--- src/rtl/serial_addsub32_pkg.sv ---
// Shared constants and state encoding for the byte-serial 32-bit add/subtract unit.
// WIDTH must be a whole multiple of SLICE.
package serial_addsub32_pkg;

    localparam int WIDTH  = 32;
    localparam int SLICE  = 8;
    localparam int NSLICE = WIDTH / SLICE;
    localparam int IDX_W  = $clog2(NSLICE);

    typedef enum logic [1:0] {
        IDLE = 2'd0,
        BUSY = 2'd1,
        DONE = 2'd2
    } state_t;

endpackage

--- src/rtl/serial_addsub32_if.sv ---
// Operand/result handshake bundle between producer, unit and consumer.
interface serial_addsub32_if;
    import serial_addsub32_pkg::*;

    logic             in_valid;
    logic             in_ready;
    logic [WIDTH-1:0] a;
    logic [WIDTH-1:0] b;
    logic             sub;
    logic             out_valid;
    logic             out_ready;
    logic [WIDTH-1:0] y;
    logic             cout;
    logic             ovf;

    modport master (
        output in_valid, a, b, sub, out_ready,
        input  in_ready, out_valid, y, cout, ovf
    );

    modport slave (
        input  in_valid, a, b, sub, out_ready,
        output in_ready, out_valid, y, cout, ovf
    );

endinterface

--- src/rtl/serial_addsub32_slice.sv ---
// One SLICE-bit add/subtract step; the extra top bit of the result is carry (add) or borrow (sub).
module addsub_slice
    import serial_addsub32_pkg::*;
(
    input  logic [SLICE-1:0] x,
    input  logic [SLICE-1:0] yv,
    input  logic             cin,
    input  logic             sub,
    output logic [SLICE-1:0] s,
    output logic             co
);

    logic [SLICE:0] ext;

    // Subtraction underflow sets the top bit, which is exactly the borrow out.
    always_comb begin
        ext = '0;
        if (sub)
            ext = {1'b0, x} - {1'b0, yv} - {{SLICE{1'b0}}, cin};
        else
            ext = {1'b0, x} + {1'b0, yv} + {{SLICE{1'b0}}, cin};
    end

    assign s  = ext[SLICE-1:0];
    assign co = ext[SLICE];

endmodule

--- src/rtl/serial_addsub32.sv ---
// Byte-serial 32-bit add/subtract: one slice per clock through a single carry/borrow register.
// States: IDLE accepts operands, BUSY walks slices 0..NSLICE-1, DONE holds result until taken.
module serial_addsub32
    import serial_addsub32_pkg::*;
(
    input  logic              clk,
    input  logic              rst,
    serial_addsub32_if.slave  bus
);

    state_t           state_q, state_d;
    logic [IDX_W-1:0] idx_q;
    logic [WIDTH-1:0] a_q, b_q, y_q;
    logic             sub_q, c_q, cout_q, ovf_q;

    logic [SLICE-1:0] x_sl, yv_sl, s_sl;
    logic             co_sl, last, a_msb, b_msb, ovf_d;

    assign x_sl  = a_q[idx_q*SLICE +: SLICE];
    assign yv_sl = b_q[idx_q*SLICE +: SLICE];
    assign last  = (idx_q == IDX_W'(NSLICE-1));
    assign a_msb = a_q[WIDTH-1];
    assign b_msb = b_q[WIDTH-1];
    assign ovf_d = sub_q ? ((a_msb != b_msb) && (s_sl[SLICE-1] != a_msb))
                         : ((a_msb == b_msb) && (s_sl[SLICE-1] != a_msb));

    addsub_slice u_slice (
        .x   (x_sl),
        .yv  (yv_sl),
        .cin (c_q),
        .sub (sub_q),
        .s   (s_sl),
        .co  (co_sl)
    );

    always_comb begin
        state_d = state_q;
        case (state_q)
            IDLE:    if (bus.in_valid) state_d = BUSY;
            BUSY:    if (last)         state_d = DONE;
            DONE:    if (bus.out_ready) state_d = IDLE;
            default: state_d = IDLE;
        endcase
    end

    always_ff @(posedge clk) begin
        if (rst) begin
            state_q <= IDLE;
            idx_q   <= '0;
            a_q     <= '0;
            b_q     <= '0;
            sub_q   <= 1'b0;
            c_q     <= 1'b0;
            y_q     <= '0;
            cout_q  <= 1'b0;
            ovf_q   <= 1'b0;
        end else begin
            state_q <= state_d;
            case (state_q)
                IDLE: begin
                    if (bus.in_valid) begin
                        a_q   <= bus.a;
                        b_q   <= bus.b;
                        sub_q <= bus.sub;
                        c_q   <= 1'b0;
                        idx_q <= '0;
                        y_q   <= '0;
                    end
                end
                BUSY: begin
                    y_q[idx_q*SLICE +: SLICE] <= s_sl;
                    c_q   <= co_sl;
                    idx_q <= idx_q + IDX_W'(1);
                    if (last) begin
                        cout_q <= co_sl;
                        ovf_q  <= ovf_d;
                    end
                end
                default: ;
            endcase
        end
    end

    // Handshake flags decode registered state only; no path from out_ready to in_ready.
    assign bus.in_ready  = (state_q == IDLE);
    assign bus.out_valid = (state_q == DONE);
    assign bus.y         = y_q;
    assign bus.cout      = cout_q;
    assign bus.ovf       = ovf_q;

endmodule
--- src/flat_wrapper.sv ---
// flat-port wrapper written by rule: the top's interface ports become plain ports
module serial_addsub32_flat import serial_addsub32_pkg::*;
  (clk, rst, bus_in_valid, bus_a, bus_b, bus_sub, bus_out_ready, bus_in_ready, bus_out_valid, bus_y, bus_cout, bus_ovf);
  serial_addsub32_if bus_i ();
  input  logic clk;
  input  logic rst;
  input wire logic [$bits(bus_i.in_valid)-1:0] bus_in_valid;
  input wire logic [$bits(bus_i.a)-1:0] bus_a;
  input wire logic [$bits(bus_i.b)-1:0] bus_b;
  input wire logic [$bits(bus_i.sub)-1:0] bus_sub;
  input wire logic [$bits(bus_i.out_ready)-1:0] bus_out_ready;
  output wire logic [$bits(bus_i.in_ready)-1:0] bus_in_ready;
  output wire logic [$bits(bus_i.out_valid)-1:0] bus_out_valid;
  output wire logic [$bits(bus_i.y)-1:0] bus_y;
  output wire logic [$bits(bus_i.cout)-1:0] bus_cout;
  output wire logic [$bits(bus_i.ovf)-1:0] bus_ovf;
  assign bus_i.in_valid = bus_in_valid;
  assign bus_i.a = bus_a;
  assign bus_i.b = bus_b;
  assign bus_i.sub = bus_sub;
  assign bus_i.out_ready = bus_out_ready;
  assign bus_in_ready = bus_i.in_ready;
  assign bus_out_valid = bus_i.out_valid;
  assign bus_y = bus_i.y;
  assign bus_cout = bus_i.cout;
  assign bus_ovf = bus_i.ovf;
  serial_addsub32 u_core (.clk(clk), .rst(rst), .bus(bus_i));
endmodule
--- config.mk ---
export PLATFORM = sky130hd
export DESIGN_NAME = serial_addsub32_flat
export DESIGN_NICKNAME = d
export VERILOG_FILES = /design/src/rtl/serial_addsub32_pkg.sv /design/src/rtl/serial_addsub32_if.sv /design/src/rtl/serial_addsub32_slice.sv /design/src/rtl/serial_addsub32.sv /design/src/flat_wrapper.sv
export SDC_FILE = /design/constraint.sdc
export NUM_CORES = 1
export LEC_CHECK = 0
export BUFFER_PORTS_ARGS = -buffer_cell sky130_fd_sc_hd__buf_2
export CELL_PAD_IN_SITES_DETAIL_PLACEMENT = 0
export CELL_PAD_IN_SITES_GLOBAL_PLACEMENT = 1
export CORE_ASPECT_RATIO = 0.5
export CORE_UTILIZATION = 44
export CTS_BUF_LIST = sky130_fd_sc_hd__clkbuf_16
export CTS_CLUSTER_DIAMETER = 40
export DETAILED_ROUTE_END_ITERATION = 6
export PLACE_DENSITY_LB_ADDON = 0.3
export SLEW_MARGIN = 5
export SYNTH_ARGS = -nofsm -noshare
export SYNTH_HDL_FRONTEND = slang
export SYNTH_SLANG_ARGS = --single-unit
--- constraint.sdc ---
create_clock -name clk -period 6.1 [get_ports clk]
set_clock_uncertainty 0.15 [all_clocks]
set_input_delay 0.61 -clock clk [delete_from_list [all_inputs] [get_ports clk]]
set_output_delay 0.61 -clock clk [all_outputs]
set_load 0.01 [all_outputs]
# Word-level counts from Yosys, hierarchy flattened
# Index checks and enable logic that the tools add are counted.
dict set report word_totals {
  reg_bits 104
  inputBits 69
}
dict set report op_classes {
  reduce_logical 8
  mux 13
  n_shift 4
  n_eq_ne 9
  n_addsub 6
}
# op n
set ops {}
lappend ops {{$pmux W32 S2} 1}
lappend ops {{$shiftx A32 B6 Y8} 2}
lappend ops {{$neg A5 Y34} 1}
lappend ops {{$shift A8 B34 Y32 const A} 1}
lappend ops {{$shiftx A8 B34 Y32} 1}
lappend ops {{$bwmux W32} 1}
lappend ops {{$mux W32} 1}
lappend ops {{$add A8 B8 Y9} 1}
lappend ops {{$add A9 B1 Y9} 1}
lappend ops {{$mux W9} 1}
lappend ops {{$sub A8 B8 Y9} 1}
lappend ops {{$sub A9 B1 Y9} 1}
lappend ops {{$mux W2} 4}
lappend ops {{$pmux W2 S3} 1}
lappend ops {{$reduce_and A2 Y1} 3}
lappend ops {{$eq A2 B2 Y1 const B} 2}
lappend ops {{$ne A2 B2 Y1 const B} 2}
lappend ops {{$pmux W2 S2} 1}
lappend ops {{$reduce_and A3 Y1} 1}
lappend ops {{$add A2 B1 Y2 const B} 1}
lappend ops {{$eq A2 B1 Y1 const B} 1}
lappend ops {{$logic_and A1 B1 Y1} 2}
lappend ops {{$logic_not A2 Y1} 1}
lappend ops {{$mux W1} 2}
lappend ops {{5 further kinds} 6}

# Depth between registers and ports, before layout
# Gate-level depths: netlist of run 1.
dict set report logic_depth {
  depth_word 7
  depth_mapped 14
  depth_no_buf 11
}

# Modules after synthesis
# Synthesis of run 1 repeated with hierarchy kept, for this count alone.
dict set report hier_totals {
  hier_cells 579
  area_unflattened_um2 5089.9
}
# module n_inst seq_area_each_um2 area_per_inst_um2 cells_each
set modules_own_cells {}
lappend modules_own_cells {serial_addsub32 1 2082.0 4177.8 460}
lappend modules_own_cells {addsub_slice 1 0.0 912.1 119}

# Worst setup path after synthesis of run 1
# OpenSTA, ideal clock, no wires.
dict set report synth_timing {
  kind {reg2reg}
  start {register u_core.idx_q[0]}
  end {register u_core.ovf_q (netlist: u_core.bus.ovf)}
  slack_ns 2.181
  path_stages_with_launch 11
  arrival_time_ns 3.678
  synth_period_minus_slack_ns 3.919
  path_buffers 2
  setup_ns 0.091
  path_cell_list {dfxtp_1 buf_1 buf_2 mux4_2 fa_1 a211o_1 a311oi_4 a211oi_2 or4_1 a21o_1 a311oi_1}
}
dict set report synth_via {
  elab_chain_cells 7
  word_cells_on_any_way 13
  cone_classes {4 x add/sub; 2 x eq/ne; 2 x shift; 2 x mux; 3 x reduce/logical}
}
# item line
set synth_rtl {}
lappend synth_rtl {{from (decl)} serial_addsub32.sv:12} ;# logic [IDX_W-1:0] idx_q;
lappend synth_rtl {{from (signal assigned)} serial_addsub32.sv:73} ;# idx_q <= idx_q + IDX_W'(1);
lappend synth_rtl {{$shiftx A32 B6 Y8, on equally long branches} {serial_addsub32.sv:19, serial_addsub32.sv:20}}
lappend synth_rtl {{$add A8 B8 Y9 or $sub A8 B8 Y9 (tied branches)} {serial_addsub32_slice.sv:21, serial_addsub32_slice.sv:19}}
lappend synth_rtl {{$add A9 B1 Y9 or $sub A9 B1 Y9 (tied branches)} {serial_addsub32_slice.sv:21, serial_addsub32_slice.sv:19}}
lappend synth_rtl {{$mux W9} serial_addsub32_slice.sv:18} ;# if (sub)
lappend synth_rtl {{$ne A1 B1 Y1} {serial_addsub32.sv:24, serial_addsub32.sv:25}}
lappend synth_rtl {{$logic_and A1 B1 Y1, on equally long branches} {serial_addsub32.sv:25, serial_addsub32.sv:24}}
lappend synth_rtl {{$mux W1} serial_addsub32.sv:24} ;# assign ovf_d = sub_q ? ((a_msb != b_msb) && (s_sl[SLICE-1] != a_msb))
lappend synth_rtl {{to (signal assigned)} serial_addsub32.sv:76} ;# ovf_q <= ovf_d;
lappend synth_rtl {{to (decl)} serial_addsub32.sv:14} ;# logic sub_q, c_q, cout_q, ovf_q;
# Parallel ways exist; a longest one is shown, timed or not.
# A chain may end at the register's enable or synchronous reset.

# Final worst setup path of run 1
dict set report layout_timing {
  start {register u_core.idx_q[1]}
  end {register u_core.ovf_q (netlist: u_core.bus.ovf)}
}
# Same word-level chain as after synthesis.

==> results of run 1 <==
==> through the flow <==
stage | setup slack [ps] | utilization, %
2_1_floorplan | 2180 | -
3_3_place_gp | 2360 | 51.0
3_5_place_dp | 2230 | 51.0
4_1_cts | 2220 | 53.9
5_1_grt | 1950 | 53.9
6_report | 2240 | 53.9
==> metal layers <==
metal / up-vias / routed length (um) / share of wire [%] / global-route usage, %
met5: - / 0 / 0 / 0
met4: 0 / 82 / 0.65 / 5.54
met3: 7 / 509 / 4.0 / 4.86
met2: 104 / 5250 / 42 / 32.6
met1: 2034 / 6800 / 54 / 31.8
li1: 2221 / - / - / -
==> how the worst min path moves through the flow <==
stage | slack, ps | endpoint | start | cells past startpoint
4_1_cts | 310 | u_core.a_q[2] | u_core.a_q[2] | 2
3_3_place_gp | 290 | u_core.bus.y[31] | u_core.bus.y[31] | 2
2_1_floorplan | 280 | u_core.b_q[8] | u_core.b_q[8] | 2
6_report | 300 | u_core.bus.y[31] | u_core.bus.y[31] | 2
3_5_place_dp | 290 | u_core.bus.y[31] | u_core.bus.y[31] | 2
5_1_grt | 330 | u_core.bus.y[11] | u_core.bus.y[11] | 1
==> critical path, stage by stage (launching register included) <==
cell	delay, ps
sky130_fd_sc_hd__dfxtp_1	930
sky130_fd_sc_hd__mux4_2	630
sky130_fd_sc_hd__fa_1	430
sky130_fd_sc_hd__a211o_1	310
sky130_fd_sc_hd__a311oi_4	340
sky130_fd_sc_hd__a211oi_2	140
sky130_fd_sc_hd__or4_1	420
sky130_fd_sc_hd__a21o_1	190
sky130_fd_sc_hd__a311oi_1	220
==> cell families (layout without fill, tap and decap cells) <==
kind of cell,Yosys count,after routing
AO/OA/AOI/OAI,146,146
XOR/XNOR,8,8
adder cells (fa/ha/maj),27,27
buffers and inverters,64,154
flip-flops,104,104
multiplexers,22,22
AND/OR/NAND/NOR,224,224
==> registers in the layout (all words and copies together) (netlist names) <==
register	cells
u_core.a_q	32
u_core.b_q	32
u_core.bus.y	32
u_core.idx_q	2
u_core.state_q	2
u_core.bus.cout	1
u_core.bus.ovf	1
u_core.c_q	1
u_core.sub_q	1
==> cells in the mapped netlist, drive strengths merged (5+ instances only) <==
library cell,number
nand3,8
dfxtp,104
mux4,16
a22oi,17
nand2,143
a22o,9
nor2,32
mux2i,5
a21oi,85
inv,30
and2,6
ha,23
nand2b,8
buf,9
o21ai,10
xnor2,7
clkbuf,25
==> final cells by class <==
class	count	area (um2)	share of cell area [%]
Inverter	30	113	1.88
Clock inverter	6	91.3	1.52
Multi-Input combinational cell	427	2750	45.9
Timing Repair Buffer	109	558	9.29
Tap cell	145	181	3.02
Sequential cell	104	2080	34.7
Clock buffer	9	225	3.75
==> cell usage in the layout (no fill, tap or decap), types with 9 or more instances in the layout <==
cell | netlist | final
sky130_fd_sc_hd__a21oi_1 | 84 | 84
sky130_fd_sc_hd__a22o_1 | 9 | 9
sky130_fd_sc_hd__a22oi_1 | 17 | 17
sky130_fd_sc_hd__buf_2 | 2 | 104
sky130_fd_sc_hd__clkbuf_16 | 0 | 9
sky130_fd_sc_hd__dfxtp_1 | 104 | 104
sky130_fd_sc_hd__ha_1 | 23 | 23
sky130_fd_sc_hd__inv_1 | 30 | 30
sky130_fd_sc_hd__mux4_2 | 16 | 16
sky130_fd_sc_hd__nand2_1 | 143 | 142
sky130_fd_sc_hd__nor2_1 | 32 | 32
sky130_fd_sc_hd__o21ai_0 | 10 | 10
==> power groups by stage <==
stage | clock network [mW] | logic [mW] | registers, mW
finish | 0.626 | 0.339 | 0.732
global route | 0.663 | 0.379 | 0.736
CTS | 0.636 | 0.337 | 0.732
detailed placement | 0 | 0.336 | 0.748
global placement | 0 | 0.331 | 0.747
floorplan | 0 | 0.252 | 0.738
==> flow_summary.json, run 1 <==
{
  "grt_pass1_vias": 4051,
  "grt_use_total_pct": 21.9,
  "crit_path_end": "u_core.bus.ovf",
  "cell_internal_power_mw": 1.21,
  "final_nets": 777,
  "placement.cell_area_um2": 5690,
  "route.vias.total": 4366,
  "first_pass_iters": 4,
  "clock_latency_ps": 350,
  "synth_seq_cells": 104,
  "synth_top_area_share_pct": 40.7,
  "portBuffers": 104,
  "setup.worst_path.start": "u_core.idx_q[1]",
  "timing_hold_violations_final": 0,
  "power.share.combinational_pct": 20.0,
  "floorplan.initialDensity_pct": 45.9,
  "pin_count_of_the_biggest_net_entering_global_routing": 92,
  "slew_at_the_pin_closest_to_its_max_slew_limit_ps": 960,
  "totalWireLength_um": 12600,
  "syn-cell-area_um2": 5120,
  "hold_wc_path_type": "reg2reg",
  "dp_hpwl_um": 9190,
  "number_of_standard_cells_after_synthesis": 595,
  "synth-xor-area-share_pct": 1.37,
  "fp.dieArea_um2": 12100,
  "clock.fmax_mhz": 259,
  "ant_nets": 0,
  "critical_path.reg2reg.startpoint": "u_core.idx_q[1]",
  "cp_data_arrival_time_ps": 3960,
  "grt-ovfl-total": 0,
  "yosys.area.top_type": "sky130_fd_sc_hd__dfxtp_1",
  "timing.critical_path.to_type": "register",
  "synth.area.top_cells": "sky130_fd_sc_hd__dfxtp_1 (41%), sky130_fd_sc_hd__nand2_1 (10%), sky130_fd_sc_hd__a21oi_1 (8.2%)",
  "area_delta_synth_final_pct": 17.3,
  "clock_tree.buffer_depth": 2,
  "hold-worst-slack_ps": 300,
  "p_leak_nw": 2.50,
  "synth_simple_gate_area_share_pct": 18.9,
  "seq_total_area_yosys_pct": 40.7,
  "final-instance-count-excl-fill": 830,
  "synth_enable_flop_cells": 0,
  "filler_cell_count": 1080,
  "tritoncts.num_buffers": 9,
  "power_switching_uw": 491,
  "max_slew_margin_pct": 36.0,
  "cts-hold-fix-buffers": 0,
  "synthMuxAreaShare_pct": 8.24,
  "clk_root_buffer_cell": "sky130_fd_sc_hd__clkbuf_16",
  "syn_nets": 691,
  "r2r_end": "u_core.bus.ovf",
  "post_synth_fa_ha_maj_area_fraction_pct": 7.18,
  "number_of_sinks_driven_by_the_clock_tree": 104,
  "wl_per_cell_um": 15.2,
  "finalSetupViolations": 0,
  "design.core.area_um2": 11100,
  "floorplan.die.width_um": 155,
  "share_of_the_synthesized_area_in_compound_gates_ao_oa_aoi_oai_pct": 18.0,
  "setup.reg_to_reg.worst_slack_ps": 2240,
  "drt-vias-per-instance": 5.26,
  "pwr-share-clk_pct": 36.9,
  "unrepaired_setup_endpoints_after_global_routing": "false",
  "cts_setup_buffers": 0,
  "period_needed_ps": 3860,
  "fin_area_um2": 6000,
  "ff2ff_path_depth": 8,
  "asyncSetResetFlopFracSynth_pct": 0,
  "irDropWorstVdd_uv": 191,
  "io_pins": 105,
  "floorplan.die.height_um": 78.3,
  "fp-row-count": 27,
  "power.density_nw_per_um2": 283,
  "yosysUniqueCellTypes": 54,
  "place.detailed.instances": 815,
  "synth_top_family_by_area": "simple AND/OR/NAND/NOR gates",
  "diodes": 0,
  "max-cap-violations": 0,
  "crit_path_start_kind": "register",
  "first_iter_violations": 257,
  "antenna_found_initial": 0,
  "yosys_warnings": 0,
  "maxSlewViolCount": 0,
  "detail_route.drc_violations": 0,
  "gpl.final_weighted_congestion": 0.834,
  "share_seq_of_total_power_pct": 43.1,
  "setup.worst_path.class": "reg2reg",
  "worstPathRequired_ps": 6200,
  "syn-mean-instance-area_um2": 8.60,
  "power.switching_fraction_pct": 28.9,
  "status": "finished clean",
  "drive_above_1_share_pct": 22.5,
  "portion_of_the_clock_cycle_consumed_by_the_worst_path_in_the_final_layout_pct": 63.3,
  "grt_first_pass_wirelength_um": 20600,
  "setup-tns-final_ps": 0,
  "finalPower_mw": 1.70,
  "yosys_most_used_dff": "sky130_fd_sc_hd__dfxtp_1",
  "cts-htree-levels": 3,
  "clk_pin_slew_worst_paths_ps": 70,
  "post_cts_resized": 0,
  "path_max_fanout": 19,
  "cts_tree": "yes"
}
Note: power is estimated with default switching activity, not from simulation.
==> inputs of run 2 (changes only) <==
CORE_UTILIZATION = 41   (was 44)
clock period = 3.8 ns   (was 6.1 ns; I/O delays follow)
==> flow_summary.json, run 2 (synthesis gave the netlist of run 1 again) <==
{
  "status": "finished clean",
  "setup.worst_path.class": "reg2reg",
  "grt_pass1_vias": 4105,
  "grt_first_pass_wirelength_um": 20900,
  "diodes": 0,
  "clk_pin_slew_worst_paths_ps": 70,
  "fp-row-count": 28,
  "finalPower_mw": 2.68,
  "floorplan.initialDensity_pct": 42.7,
  "floorplan.die.width_um": 160,
  "most-common-layout-cells": "sky130_fd_sc_hd__nand2_1 (142), sky130_fd_sc_hd__buf_2 (104), sky130_fd_sc_hd__dfxtp_1 (103)",
  "portBuffers": 104,
  "ant_nets": 0,
  "worstPathRequired_ps": 3900,
  "route.vias.total": 4421,
  "grt-ovfl-total": 0,
  "final_nets": 783,
  "worst_hold_startpoint": "bus_b[5]",
  "drt-vias-per-instance": 5.16,
  "slew_at_the_pin_closest_to_its_max_slew_limit_ps": 833,
  "timing_hold_violations_final": 0,
  "maxSlewViolCount": 0,
  "period_needed_ps": 3520,
  "clk_root_buffer_cell": "sky130_fd_sc_hd__clkbuf_16",
  "power.density_nw_per_um2": 442,
  "design.core.area_um2": 12000,
  "clock_tree.buffer_depth": 2,
  "first_iter_violations": 297,
  "pin_count_of_the_biggest_net_entering_global_routing": 65,
  "layout_commonest_cell": "sky130_fd_sc_hd__nand2_1",
  "gpl.final_weighted_congestion": 0.851,
  "hold_wc_path_type": "in2reg",
  "setup-tns-final_ps": 0,
  "irDropWorstVdd_uv": 215,
  "crit_path_start_kind": "register",
  "first_pass_iters": 5,
  "unrepaired_setup_endpoints_after_global_routing": "false",
  "cts-htree-levels": 3,
  "detail_route.drc_violations": 0,
  "setup.worst_path.start": "u_core.idx_q[0]",
  "drive_above_1_share_pct": 23.6,
  "wl_per_cell_um": 15.2,
  "portion_of_the_clock_cycle_consumed_by_the_worst_path_in_the_final_layout_pct": 92.7,
  "cts_tree": "yes",
  "path_max_fanout": 15,
  "p_leak_nw": 2.53,
  "max_slew_margin_pct": 44.5,
  "dp_hpwl_um": 9850,
  "antenna_found_initial": 0,
  "clock_latency_ps": 340,
  "io_pins": 105,
  "cp_data_arrival_time_ps": 3620,
  "max-cap-violations": 0,
  "fp.dieArea_um2": 13000,
  "cts-hold-fix-buffers": 0,
  "timing.critical_path.to_type": "register",
  "setup.reg_to_reg.worst_slack_ps": 280,
  "critical_path.reg2reg.startpoint": "u_core.idx_q[0]",
  "totalWireLength_um": 13000,
  "area_delta_synth_final_pct": 18.5,
  "number_of_sinks_driven_by_the_clock_tree": 104,
  "finalSetupViolations": 0,
  "clock.fmax_mhz": 284,
  "grt_use_total_pct": 20.8,
  "floorplan.die.height_um": 81.0,
  "tritoncts.num_buffers": 9
}
-- run 2: worst max-delay path, stage by stage (launching register included) --
cell	delay [ps]
sky130_fd_sc_hd__dfxtp_1	400
sky130_fd_sc_hd__buf_6	220
sky130_fd_sc_hd__mux4_2	540
sky130_fd_sc_hd__ha_1	420
sky130_fd_sc_hd__inv_1	90
sky130_fd_sc_hd__ha_1	380
sky130_fd_sc_hd__a21o_1	220
sky130_fd_sc_hd__a22oi_1	250
sky130_fd_sc_hd__nand4_1	170
sky130_fd_sc_hd__nor4_1	260
sky130_fd_sc_hd__a21oi_1	80
sky130_fd_sc_hd__a311oi_1	240
-- run 2: path summary, 6_finish.rpt --
| path | cells after the start | end |
|---|---|---|
| max | 11 | u_core.bus.ovf |
| min | 3 | u_core.b_q[5] |
| max reg2reg | 11 | u_core.bus.ovf |
| min reg2reg | 2 | u_core.b_q[9] |
-- run 2: power by group --
part	switching, mW	internal, mW
Sequential	0.0324	1.14
Combinational	0.341	0.226
Clock	0.423	0.519
-- run 2: layer usage --
layer	share of wire, %	track usage, %	routed length (um)	vias to the layer above
met3	5.0	4.80	648	15
li1	-	-	-	2227
met5	0	0	0	-
met2	42	32.2	5460	118
met1	52	29.5	6760	2061
met4	0.90	4.67	117	0
-- run 2: timing repair --
action                     CTS  global route
setup endpoints to repair    0             1
buffers inserted             0             0
gates resized for setup      0             3
-- run 2: per-stage QoR --
| step | setup WS, ps | area [um2] | utilization (%) | hold slack [ps] | instances |
|---|---|---|---|---|---|
| floorplan | 114 | 5120 | - | 280 | 595 |
| global placement | 368 | 5760 | 48.1 | 293 | 841 |
| detailed placement | 291 | 5760 | 48.1 | 295 | 841 |
| CTS | 271 | 6060 | 50.6 | 108 | 857 |
| global route | 43.9 | 6070 | 50.6 | 115 | 857 |
| finish | 277 | 6070 | 50.6 | 117 | 857 |
-- run 2: area by class of cell --
class | count | area, um2
Fill cell | 1163 | 5910
Multi-Input combinational cell | 427 | 2760
Sequential cell | 104 | 2080
Timing Repair Buffer | 115 | 607
Clock buffer | 9 | 225
Tap cell | 165 | 206
Inverter | 30 | 113
Clock inverter | 7 | 77.6
==> inputs of run 3 (changes only) <==
CORE_MARGIN = 2   (was default)
==> flow_summary.json, run 3 (synthesis gave the netlist of run 1 again) <==
{
  "p_leak_nw": 2.51,
  "portion_of_the_clock_cycle_consumed_by_the_worst_path_in_the_final_layout_pct": 92.6,
  "final_util_pct": 50.3,
  "cts_tree": "yes",
  "final_nets": 782,
  "layout_commonest_cell": "sky130_fd_sc_hd__nand2_1",
  "timing.critical_path.to_type": "register",
  "totalWireLength_um": 13300,
  "crit_slowest_cell": "sky130_fd_sc_hd__dfxtp_1",
  "wl_per_cell_um": 15.5,
  "ant_nets": 0,
  "place.detailed.instances": 840,
  "grt_pass1_vias": 4102,
  "hold_wc_path_type": "in2reg",
  "grt_use_total_pct": 20.0,
  "slew_at_the_pin_closest_to_its_max_slew_limit_ps": 841,
  "filler_cell_count": 1194,
  "antenna_found_initial": 0,
  "setup-tns-final_ps": 0,
  "crit_path_start_kind": "register",
  "slowest_stage_delay_cp_ps": 580,
  "path_cells": "buf_4 -> mux4_2 -> ha_1 -> inv_1 -> ha_1 -> a21o_1 -> a22oi_1 -> nand4_1 -> nor4_1 -> a21oi_1 -> a311oi_1",
  "dpl_worst_slack_ps": 283,
  "cts-htree-levels": 3,
  "io_pins": 105,
  "clk_root_buffer_cell": "sky130_fd_sc_hd__clkbuf_16",
  "irDropWorstVdd_uv": 284,
  "clk_pin_slew_worst_paths_ps": 70,
  "period_needed_ps": 3520,
  "first_iter_violations": 321,
  "path_common_cell": "sky130_fd_sc_hd__ha_1",
  "clock_latency_ps": 350,
  "drive_above_1_share_pct": 23.0,
  "first_pass_iters": 5,
  "cp_data_arrival_time_ps": 3620,
  "route.vias.total": 4384,
  "finalSetupViolations": 0,
  "final_critical_path_setup_slack_ps": 280,
  "dp_hpwl_um": 10100,
  "tritoncts.num_buffers": 9,
  "most-common-layout-cells": "sky130_fd_sc_hd__nand2_1 (142), sky130_fd_sc_hd__buf_2 (104), sky130_fd_sc_hd__dfxtp_1 (104)",
  "floorplan.initialDensity_pct": 42.7,
  "floorplan.die.height_um": 83.0,
  "fp.dieArea_um2": 13500,
  "maxSlewViolCount": 0,
  "unrepaired_setup_endpoints_after_global_routing": "false",
  "final-instance-count-excl-fill": 856,
  "path_max_fanout": 10,
  "fp-row-count": 28,
  "critPathTopFamily": "adder cells",
  "drt-vias-per-instance": 5.12,
  "detail_route.drc_violations": 0,
  "pin_count_of_the_biggest_net_entering_global_routing": 65,
  "worst-path-buf-inv": 2,
  "post_cts_resized": 0,
  "cts_setup_buffers": 0,
  "timing_hold_violations_final": 0,
  "portBuffers": 104,
  "floorplan.die.width_um": 162,
  "status": "finished clean",
  "diodes": 0,
  "clock_tree.buffer_depth": 2,
  "area_delta_synth_final_pct": 17.8,
  "worstPathRequired_ps": 3900,
  "cts-hold-fix-buffers": 0,
  "grt_first_pass_wirelength_um": 21200,
  "max_slew_margin_pct": 43.5,
  "number_of_sinks_driven_by_the_clock_tree": 104,
  "grt-ovfl-total": 0,
  "setup.worst_path.class": "reg2reg",
  "design.core.area_um2": 12000,
  "clock.fmax_mhz": 284,
  "gpl.final_weighted_congestion": 0.878,
  "power.density_nw_per_um2": 435,
  "max-cap-violations": 0
}
-- run 3: layer usage --
layer / wire length [um] / up-vias / track usage, %
li1: - / 2233 / -
met1: 6890 / 2030 / 29.7
met2: 5550 / 115 / 29.7
met3: 743 / 6 / 4.35
met4: 80 / 0 / 4.02
met5: 0 / - / 0
-- run 3: metrics by stage --
| stage | power [mW] | hold WS (ps) | instance area (um2) |
|---|---|---|---|
| after floorplan | 1.59 | 280 | 5120 |
| after global placement | 1.76 | 290 | 5750 |
| after detailed placement | 1.76 | 293 | 5750 |
| after CTS | 2.64 | 111 | 6030 |
| after global routing | 2.76 | 110 | 6030 |
| final | 2.62 | 115 | 6030 |
-- run 3: where the power goes --
part / switching (mW) / internal [mW] / total, mW
clock network: 0.430 / 0.453 / 0.883
logic: 0.338 / 0.225 / 0.563
registers: 0.0355 / 1.14 / 1.17
total: 0.803 / 1.82 / 2.62
-- run 3: worst reg2reg max path, cell delays in order (launching register included) --
cell                       delay [ps]
sky130_fd_sc_hd__dfxtp_1          580
sky130_fd_sc_hd__buf_4            280
sky130_fd_sc_hd__mux4_2           350
sky130_fd_sc_hd__ha_1             410
sky130_fd_sc_hd__inv_1             90
sky130_fd_sc_hd__ha_1             380
sky130_fd_sc_hd__a21o_1           220
sky130_fd_sc_hd__a22oi_1          230
sky130_fd_sc_hd__nand4_1          150
sky130_fd_sc_hd__nor4_1           290
sky130_fd_sc_hd__a21oi_1           80
sky130_fd_sc_hd__a311oi_1         250
-- run 3: layout make-up --
class	instances	area (um2)	area share, %
clock buffer	9	225	3.73
tap	165	206	3.42
timing repair buffer	114	596	9.88
clock inverter	7	55.1	0.913
inverter	30	113	1.87
sequential	104	2080	34.5
multi-input combinational	427	2750	45.7
-- run 3: final timing paths --
check	start	to	slack [ps]	cells after the start
worst max register to register	u_core.idx_q[1]	u_core.bus.ovf	280	11
worst max-delay path	u_core.idx_q[1]	u_core.bus.ovf	280	11
worst min-delay path	bus_a[4]	u_core.a_q[4]	110	3
worst min register to register	u_core.a_q[17]	u_core.a_q[17]	300	2
